## src/rtl/fp_align_stage.sv

```systemverilog
// FP16 add/sub operand-alignment front end: unpack, magnitude-order, align the smaller
// significand and present adder operands plus GRS/exponent/sign/special flags over two stages.
module fp_align_stage #(
  parameter int EXP_W  = 5,
  parameter int MAN_W  = 10,
  parameter int SH_SAT = 13
) (
  input  logic                   clk,
  input  logic                   rst,
  input  logic                   in_valid,
  output logic                   in_ready,
  input  logic [EXP_W+MAN_W:0]   op_a,
  input  logic [EXP_W+MAN_W:0]   op_b,
  input  logic                   sub,
  output logic                   out_valid,
  input  logic                   out_ready,
  output logic [MAN_W:0]         add_a,
  output logic [MAN_W:0]         add_b,
  output logic                   add_cin,
  output logic [2:0]             grs,
  output logic [EXP_W-1:0]       exp_out,
  output logic                   sign_out,
  output logic                   eff_sub,
  output logic                   is_nan,
  output logic                   is_inf
);

  localparam int SIG_W = MAN_W + 1;
  localparam int D_W   = $clog2(SH_SAT + 1);
  localparam int EXT_W = SIG_W + SH_SAT;
  localparam int MAG_W = EXP_W + MAN_W;
  localparam logic [EXP_W-1:0] EXP_MAX  = '1;
  localparam logic [EXP_W-1:0] SAT_EXP  = EXP_W'(SH_SAT);
  localparam logic [D_W-1:0]   SAT_D    = D_W'(SH_SAT);

  // Unpacked operand fields
  logic [EXP_W-1:0] exp_a, exp_b;
  logic [MAN_W-1:0] frac_a, frac_b;
  logic             sign_a, sign_b_eff;

  assign exp_a      = op_a[MAG_W-1:MAN_W];
  assign exp_b      = op_b[MAG_W-1:MAN_W];
  assign frac_a     = op_a[MAN_W-1:0];
  assign frac_b     = op_b[MAN_W-1:0];
  assign sign_a     = op_a[MAG_W];
  assign sign_b_eff = op_b[MAG_W] ^ sub;

  // Stage-1 combinational classification / ordering
  logic             swap, mag_eq, eff_sub_c;
  logic             nan_a, nan_b, inf_a, inf_b;
  logic [EXP_W-1:0] big_exp, small_exp, big_eexp, small_eexp, diff;
  logic [MAN_W-1:0] big_frac, small_frac;
  logic [SIG_W-1:0] big_sig, small_sig;
  logic [D_W-1:0]   d_sat;
  logic             sign_c, nan_c, inf_c;

  // NOTE: every always_comb output gets a default first so no path leaves it
  // unassigned and no latch is inferred.
  always_comb begin
    swap       = 1'b0;
    mag_eq     = 1'b0;
    big_exp    = exp_a;
    big_frac   = frac_a;
    small_exp  = exp_b;
    small_frac = frac_b;
    sign_c     = sign_a;

    eff_sub_c = sign_a ^ sign_b_eff;
    swap      = op_b[MAG_W-1:0] > op_a[MAG_W-1:0];
    mag_eq    = op_b[MAG_W-1:0] == op_a[MAG_W-1:0];
    if (swap) begin
      big_exp    = exp_b;
      big_frac   = frac_b;
      small_exp  = exp_a;
      small_frac = frac_a;
      sign_c     = sign_b_eff;
    end
    if (mag_eq && eff_sub_c) sign_c = 1'b0;

    // Subnormals (exp==0) carry no hidden bit and behave as exponent 1.
    big_sig    = {(big_exp != '0), big_frac};
    small_sig  = {(small_exp != '0), small_frac};
    big_eexp   = (big_exp == '0) ? EXP_W'(1) : big_exp;
    small_eexp = (small_exp == '0) ? EXP_W'(1) : small_exp;
    diff       = big_eexp - small_eexp;
    d_sat      = (diff >= SAT_EXP) ? SAT_D : diff[D_W-1:0];

    nan_a = (exp_a == EXP_MAX) && (frac_a != '0);
    nan_b = (exp_b == EXP_MAX) && (frac_b != '0);
    inf_a = (exp_a == EXP_MAX) && (frac_a == '0);
    inf_b = (exp_b == EXP_MAX) && (frac_b == '0);
    nan_c = nan_a || nan_b || (inf_a && inf_b && eff_sub_c);
    inf_c = (inf_a || inf_b) && !nan_c;
  end

  // Handshake: each stage holds when the next stage is full and not draining.
  logic s1_valid, s2_valid;
  logic s2_ready, s1_adv, in_fire;

  assign s2_ready  = !s2_valid || out_ready;
  assign s1_adv    = s1_valid && s2_ready;
  assign in_ready  = !s1_valid || s2_ready;
  assign in_fire   = in_valid && in_ready;
  assign out_valid = s2_valid;

  logic [SIG_W-1:0] s1_big_sig, s1_small_sig;
  logic [EXP_W-1:0] s1_exp;
  logic [D_W-1:0]   s1_d;
  logic             s1_sign, s1_eff_sub, s1_nan, s1_inf;

  // NOTE: stage-1 payload is deliberately not reset; it is only observed when
  // s1_valid is set, and s1_valid is cleared by reset.
  always_ff @(posedge clk) begin
    if (in_fire) begin
      s1_big_sig   <= big_sig;
      s1_small_sig <= small_sig;
      s1_exp       <= big_eexp;
      s1_d         <= d_sat;
      s1_sign      <= sign_c;
      s1_eff_sub   <= eff_sub_c;
      s1_nan       <= nan_c;
      s1_inf       <= inf_c;
    end
  end

  // Stage-2 combinational alignment
  logic [EXT_W-1:0] ext;
  logic [SIG_W-1:0] aligned;
  logic             g_bit, r_bit, s_bit;

  always_comb begin
    ext     = {s1_small_sig, {SH_SAT{1'b0}}} >> s1_d;
    aligned = ext[EXT_W-1:SH_SAT];
    g_bit   = ext[SH_SAT-1];
    r_bit   = ext[SH_SAT-2];
    s_bit   = |ext[SH_SAT-3:0];
    if (s1_d == SAT_D) begin
      aligned = '0;
      g_bit   = 1'b0;
      r_bit   = 1'b0;
      s_bit   = |s1_small_sig;
    end
  end

  // NOTE: sequential state uses non-blocking assignments so every register
  // samples pre-edge values regardless of statement order.
  always_ff @(posedge clk) begin
    if (rst) begin
      s1_valid <= 1'b0;
      s2_valid <= 1'b0;
      add_a    <= '0;
      add_b    <= '0;
      add_cin  <= 1'b0;
      grs      <= '0;
      exp_out  <= '0;
      sign_out <= 1'b0;
      eff_sub  <= 1'b0;
      is_nan   <= 1'b0;
      is_inf   <= 1'b0;
    end else begin
      if (in_ready) s1_valid <= in_valid;
      if (s2_ready) s2_valid <= s1_valid;
      if (s1_adv) begin
        add_a    <= s1_big_sig;
        add_b    <= s1_eff_sub ? ~aligned : aligned;
        add_cin  <= s1_eff_sub;
        grs      <= {g_bit, r_bit, s_bit};
        exp_out  <= s1_exp;
        sign_out <= s1_sign;
        eff_sub  <= s1_eff_sub;
        is_nan   <= s1_nan;
        is_inf   <= s1_inf;
      end
    end
  end

endmodule

```

## config.mk

```make
export PLATFORM = sky130hd
export DESIGN_NAME = fp_align_stage
export DESIGN_NICKNAME = d
export VERILOG_FILES = /design/src/rtl/fp_align_stage.sv
export SDC_FILE = /design/constraint.sdc
export NUM_CORES = 1
export LEC_CHECK = 0
export CORE_MARGIN = 2
export CORE_UTILIZATION = 25
export DETAILED_ROUTE_END_ITERATION = 7
export RECOVER_POWER = 50
export SLEW_MARGIN = 10
export SYNTH_ARGS = -nofsm -noshare
export SYNTH_HDL_FRONTEND = slang
export SYNTH_SLANG_ARGS = --single-unit
```

## constraint.sdc

```tcl
create_clock -name clk -period 4 [get_ports clk]
set_input_delay 1 -clock clk [delete_from_list [all_inputs] [get_ports clk]]
set_output_delay 1 -clock clk [all_outputs]
set_load 0.01 [all_outputs]
```

# Word-level counts from Yosys, hierarchy flattened
# Index checks and enable logic that the tools add are counted.
[totals] word_cells=69 output_inout_bits=37 register_bits=71
[op_classes] n_reduce_logical=28 n_lt_le_gt_ge=2 n_eq_ne=4 mux=12 addsub=1 shifts=1 bitwise=3
[ops] op="24-bit by 4-bit right shift with 24-bit output" n=1
[ops] op="11-bit 2-to-1 mux" n=2
[ops] op="11-bit OR reduction" n=2
[ops] op="10-bit logical NOT" n=2
[ops] op="10-bit 2-to-1 mux" n=2
[ops] op="5-bit 2-to-1 mux" n=4
[ops] op="10-bit nonzero test" n=2
[ops] op="15-bit == test" n=1
[ops] op="15-bit > comparator" n=1
[ops] op="11-bit NOT" n=1
[ops] op="5-bit == test (second input constant)" n=2
[ops] op="1-bit logical AND" n=10
[ops] op="5-bit logical NOT" n=2
[ops] op="5-bit nonzero test" n=2
[ops] op="5-bit by 4-bit greater-or-equal comparator with 1-bit output (second input constant)" n=1
[ops] op="1-bit logical OR" n=5
[ops] op="5-bit subtractor" n=1
[ops] op="4-bit == test (second input constant)" n=1
[ops] op="1-bit 2-to-1 mux" n=4
[ops] op="1-bit logical NOT" n=3
[ops] op="1-bit bitwise XOR" n=2

# Depth between registers and ports, before layout
[logic_depth] ltp_word=7 mapped_depth=16 depth_no_buf=15

# Worst setup path before layout
# OpenSTA, ideal clock, no wires.
[synth_path] path_kind="input-to-reg" start="input port op_a[14]" end="register s1_d[3] (data pin)" cell_stages=15 t_arrival_ns=3.895 path_slack_ns=-0.157 path_buffers=1 path_cell_list="inv_1 > ha_1 > nand4_1 > nor2_1 > o21ai_0 > a21boi_2 > buf_2 > mux2_2 > ha_1 > fa_1 > nor2b_1 > o21ai_0 > nand2b_1 > xor2_1 > or2_2"
[synth_between] elab_chain_len=6 elab_cells_between_ends=9
[synth_lines] item="start, declared" line_no="12" text="input logic [EXP_W+MAN_W:0] op_a,"
[synth_lines] item="15-bit > comparator" line_no="69" text="swap = op_b[MAG_W-1:0] > op_a[MAG_W-1:0];"
[synth_lines] item="5-bit 2-to-1 mux" line_no="71" text="if (swap) begin"
[synth_lines] item="5-bit logical NOT, on equally long branches" line_no="83, 84"
[synth_lines] item="5-bit 2-to-1 mux, on equally long branches" line_no="83, 84"
[synth_lines] item="5-bit subtractor *" line_no="85" text="diff = big_eexp - small_eexp;"
[synth_lines] item="5-bit by 4-bit greater-or-equal comparator with 1-bit output" line_no="86" text="d_sat = (diff >= SAT_EXP) ? SAT_D : diff[D_W-1:0];"
[synth_lines] item="end signal, assigned" line_no="118" text="s1_d <= d_sat;"
[synth_lines] item="end, declared" line_no="108" text="logic [D_W-1:0] s1_d;"
# Every way passes the cells marked *; elsewhere a longest branch is shown, timed or not.
# A chain may end at the register's enable or synchronous reset.

# Final worst setup path
[layout_path] start="input port op_b[4]" end="register s1_d[1] (data pin)"
[layout_between] elab_chain_len=6 elab_cells_between_ends=9
[layout_lines] item="start, declared" line_no="13" text="input logic [EXP_W+MAN_W:0] op_b,"
[layout_lines] item="15-bit > comparator *" line_no="69"
[layout_lines] item="5-bit 2-to-1 mux" line_no="71"
[layout_lines] item="5-bit logical NOT, on equally long branches" line_no="83, 84"
[layout_lines] item="5-bit 2-to-1 mux, on equally long branches" line_no="83, 84"
[layout_lines] item="5-bit subtractor *" line_no="85"
[layout_lines] item="5-bit by 4-bit greater-or-equal comparator with 1-bit output" line_no="86"
# Marks and branches as above.

==> flow_metrics.py <==
metrics = {
    "synthesis": {
        "post_synthesis_compound_gate_area_fraction": 0.130,
        "yosysUniqueCellTypes": 54,
        "synth_sequential_area_ratio": 0.417,
        "synth_fa_ha_area_frac": 0.0607,
        "synthFlopType": "dfxtp_1",
        "synthesis.area_um2": 4240,
        "synth_top_cells_by_count": "nand2_1 (61), dfxtp_1 (36), edfxtp_1 (35), mux2i_1 (35), a21oi_1 (33)",
        "average_footprint_of_a_synthesized_cell_um2": 9.56,
        "synth-edff-count": 35,
        "async_flop_share": 0,
        "synth_top_family_by_area": "simple AND/OR/NAND/NOR gates",
        "post-synth-top-count-cell": "nand2_1",
        "post-synth-top-area-cell": "edfxtp_1",
        "synth_area_leaders": "edfxtp_1 (25%), dfxtp_1 (17%), mux2i_1 (8.3%), mux2_2 (7.2%), ha_1 (5.6%)",
        "yosys_register_bits": 71,
        "post_synth_and_or_nand_nor_area_fraction": 0.160,
        "synth_nets": 501,
        "synthCells": 444,
        "synthXorXnorAreaFrac": 0.0227,
        "synthDominantCellAreaShare": 0.248,
        "muxShareOfSynthArea": 0.159,
        "synthesis.yosys.warnings": 0,
    },
    "cts": {
        "tritoncts": "built",
        "worst_skew_pair.late_latency_ns": 0.33,
        "cts_buffers": 9,
        "ctsRootBufferMaster": "clkbuf_16",
        "cts.path.max_buffers": 2,
        "holdBufCountCts": 0,
        "clock_pin_slew_worst_setup_and_hold_paths_ns": 0.06,
        "count_of_clock_tree_sinks": 71,
        "htree_levels": 3,
    },
    "worst_setup_path": {
        "worst_ep_arrival_time_ns": 4.05,
        "critical_path.max_stage_delay_ns": 0.48,
        "regToRegStartpoint": "out_valid$_SDFFE_PP0P_",
        "worstRegToRegCells": 4,
        "critical_path_destination": "s1_d[1]$_SDFFCE_PP0P_",
        "cp-startpoint": "op_b[4]",
        "critPathLaunchType": "input pin",
        "worst-r2r-setup-slack_ns": 1.45,
        "crit_required_ns": 4.08,
        "path_class": "input pin to register",
        "crit_path_top_delay_cell": "clkdlybuf4s50_1",
        "worst-path-max-fanout": 5,
        "rr_endpoint": "s1_small_sig[10]$_DFFE_PP_",
        "critical_path.cell_chain": "clkdlybuf4s50_1 -> ha_4 -> nand4_1 -> a21oi_2 -> o21ai_2 -> a21boi_4 -> mux2_4 -> ha_4 -> fa_2 -> buf_4 -> buf_4 -> xor2_1 -> nand2b_1 -> nor3b_1",
        "worstSetupEndpointType": "register",
    },
    "final_layout": {
        "filler_cell_count": 1658,
        "finish.cell_count_without_fillers": 783,
        "multiInputGateArea_um2": 2450,
        "ratio_of_cells_with_drive_above_1_in_the_final_layout": 0.234,
        "ff_latch_area_um2": 1770,
        "final_core_utilization": 0.367,
        "synthToLayoutAreaGrowth_pct": 43.3,
        "diodes": 0,
        "final_net_count": 615,
    },
    "floorplan": {
        "ioPinCount": 74,
        "fp.coreArea_um2": 16600,
        "initial_core_util": 0.256,
        "die_height_um": 134,
        "die-area_um2": 18000,
        "placementRows": 47,
        "floorplan.die.width_um": 134,
    },
    "grt": {
        "grt_overflow": 0,
        "grt_util_met2": 0.198,
        "global_route.peak_usage_layer": "met2",
        "wire_length_of_the_first_global_routing_pass_um": 18400,
        "number_of_global_route_vias_before_repair": 3686,
        "met1_layer_usage_reported_by_global_route": 0.179,
        "grt.met3_usage": 0.0200,
        "grt_max_degree": 41,
        "grt_use_total": 0.126,
        "antenna_violations_before_repair": 0,
    },
    "sta": {
        "max_slew_violation_total_from_the_final_report": 36,
        "timing.fmax_mhz": 252,
        "minimum_clock_period_after_layout_ns": 3.97,
        "hold-worst-slack_ns": 0.453,
        "worst_clock_skew_ns": 0.0102,
        "layout_worst_path_cycle_share": 0.992,
        "hold_viol": 0,
        "fin_setup_tns_ns": 0,
        "worst_slew_margin_rel": -0.260,
        "finalSetupViolCount": 0,
        "timing_worst_slew_pin_value_ns": 1.89,
    },
    "run_status": {
        "violations": "capacitance limit, slew limit",
        "status": "complete, but fails checks",
    },
    "job": {
        "timing.max_cap.violations": 1,
    },
    "placed_design": {
        "dp_hpwl_um": 8450,
        "dpl.cell_count": 761,
        "gp_routability_congestion": 0.903,
        "port_buffers": 73,
    },
    "pwr": {
        "worst_ir_drop_on_vdd_mv": 0.180,
        "p_per_area_nw_per_um2": 395,
        "power.static_leakage_nw": 2.55,
    },
    "detailed_routing": {
        "postRouteAntennaNets": 0,
        "detail_route.wirelength_um": 11500,
        "detail_route.vias_per_cell": 4.71,
        "dr.first_iter.drc_count": 234,
        "dr_total_vias": 3691,
        "drt_pass1_iterations": 4,
        "drcViolationCount": 0,
        "wire_per_inst_um": 14.7,
    },
    "hold_path": {
        "hold_path.startpoint": "exp_out[1]$_SDFFE_PP0P_",
        "worst_hold_path_type": "register to register",
    },
}
worst max-delay path: cells and delay by family:
kind            cells  cell delay (ns)
fa+ha+maj           3             0.84
xor+xnor            1             0.15
mux                 1             0.34
compound gates      3             0.52
buf+inv             3             0.74
simple gates        3             0.47
per-stage QoR:
step | instance area, um^2 | total power [mW] | setup WS [ns]
final | 6080 | 2.40 | 0.0304
after global routing | 6080 | 2.54 | -0.0509
after CTS | 5910 | 2.40 | 0.0183
after detailed placement | 5530 | 1.58 | -0.477
after global placement | 5530 | 1.56 | -0.388
after floorplan | 4270 | 1.34 | 0.00168
cell usage in the layout, fill, tap and decap left out, types with 8 or more instances in the layout:
cell             count
clkdlybuf4s50_1     14
inv_2               10
buf_4               52
ha_1                 9
nand2b_1             9
dfxtp_1             36
mux2i_1             33
clkbuf_16           11
edfxtp_1            35
nor2_1              22
o21ai_0             11
ha_4                10
inv_1               12
nand2_1             61
dlymetal6s2s_1      17
dlygate4sd3_1       39
mux2_2              25
a21oi_1             29
nor4_1               8
cell families (layout without fill, tap and decap cells):
family	Yosys count	after routing
AND/OR/NAND/NOR	143	143
XOR/XNOR	11	11
flip-flops	71	71
multiplexers	63	63
adder cells (fa/ha/maj)	20	20
buffers and inverters	48	167
AO/OA/AOI/OAI	88	88
sequential cells by signal, summed over array words and instances, names as in the netlist, 3 cells and up:
register      count
exp_out           5
s1_small_sig     11
add_a            11
add_b            11
s1_d              4
s1_big_sig       11
s1_exp            5
grs               3
per-layer routing:
layer | part of all wire | wire length, um
met5 | 0 | 0
met4 | 0.0095 | 110
met3 | 0.031 | 362
met2 | 0.45 | 5190
met1 | 0.51 | 5870
layout make-up:
| cell class | instances | share of cell area |
|---|---|---|
| clock buffer | 12 | 0.0459 |
| clock inverter | 4 | 0.00535 |
| inverter | 22 | 0.0136 |
| multi-input combinational | 325 | 0.403 |
| sequential | 71 | 0.291 |
| tap | 220 | 0.0452 |
| timing repair buffer | 129 | 0.196 |
where the power goes:
part | internal, mW | switching (mW) | leakage, nW | total (mW)
sequential | 0.840 | 0.0936 | 0.632 | 0.934
clock | 0.499 | 0.304 | 0.146 | 0.803
combinational | 0.346 | 0.321 | 1.77 | 0.667
how the worst min path moves through the flow:
stage	depth (start not counted)	to
global placement	2	is_nan$_SDFFE_PP0P_
finish	2	exp_out[1]$_SDFFE_PP0P_
floorplan	2	add_a[0]$_SDFFE_PP0P_
global route	2	exp_out[1]$_SDFFE_PP0P_
detailed placement	2	exp_out[1]$_SDFFE_PP0P_
CTS	2	exp_out[1]$_SDFFE_PP0P_
what timing repair did:
action	CTS	global route
gates resized for setup	18	38
setup endpoints to repair	3	4
buffers inserted	1	5
pin swaps	11	13
No activity file was read; power rests on OpenSTA's default activity.
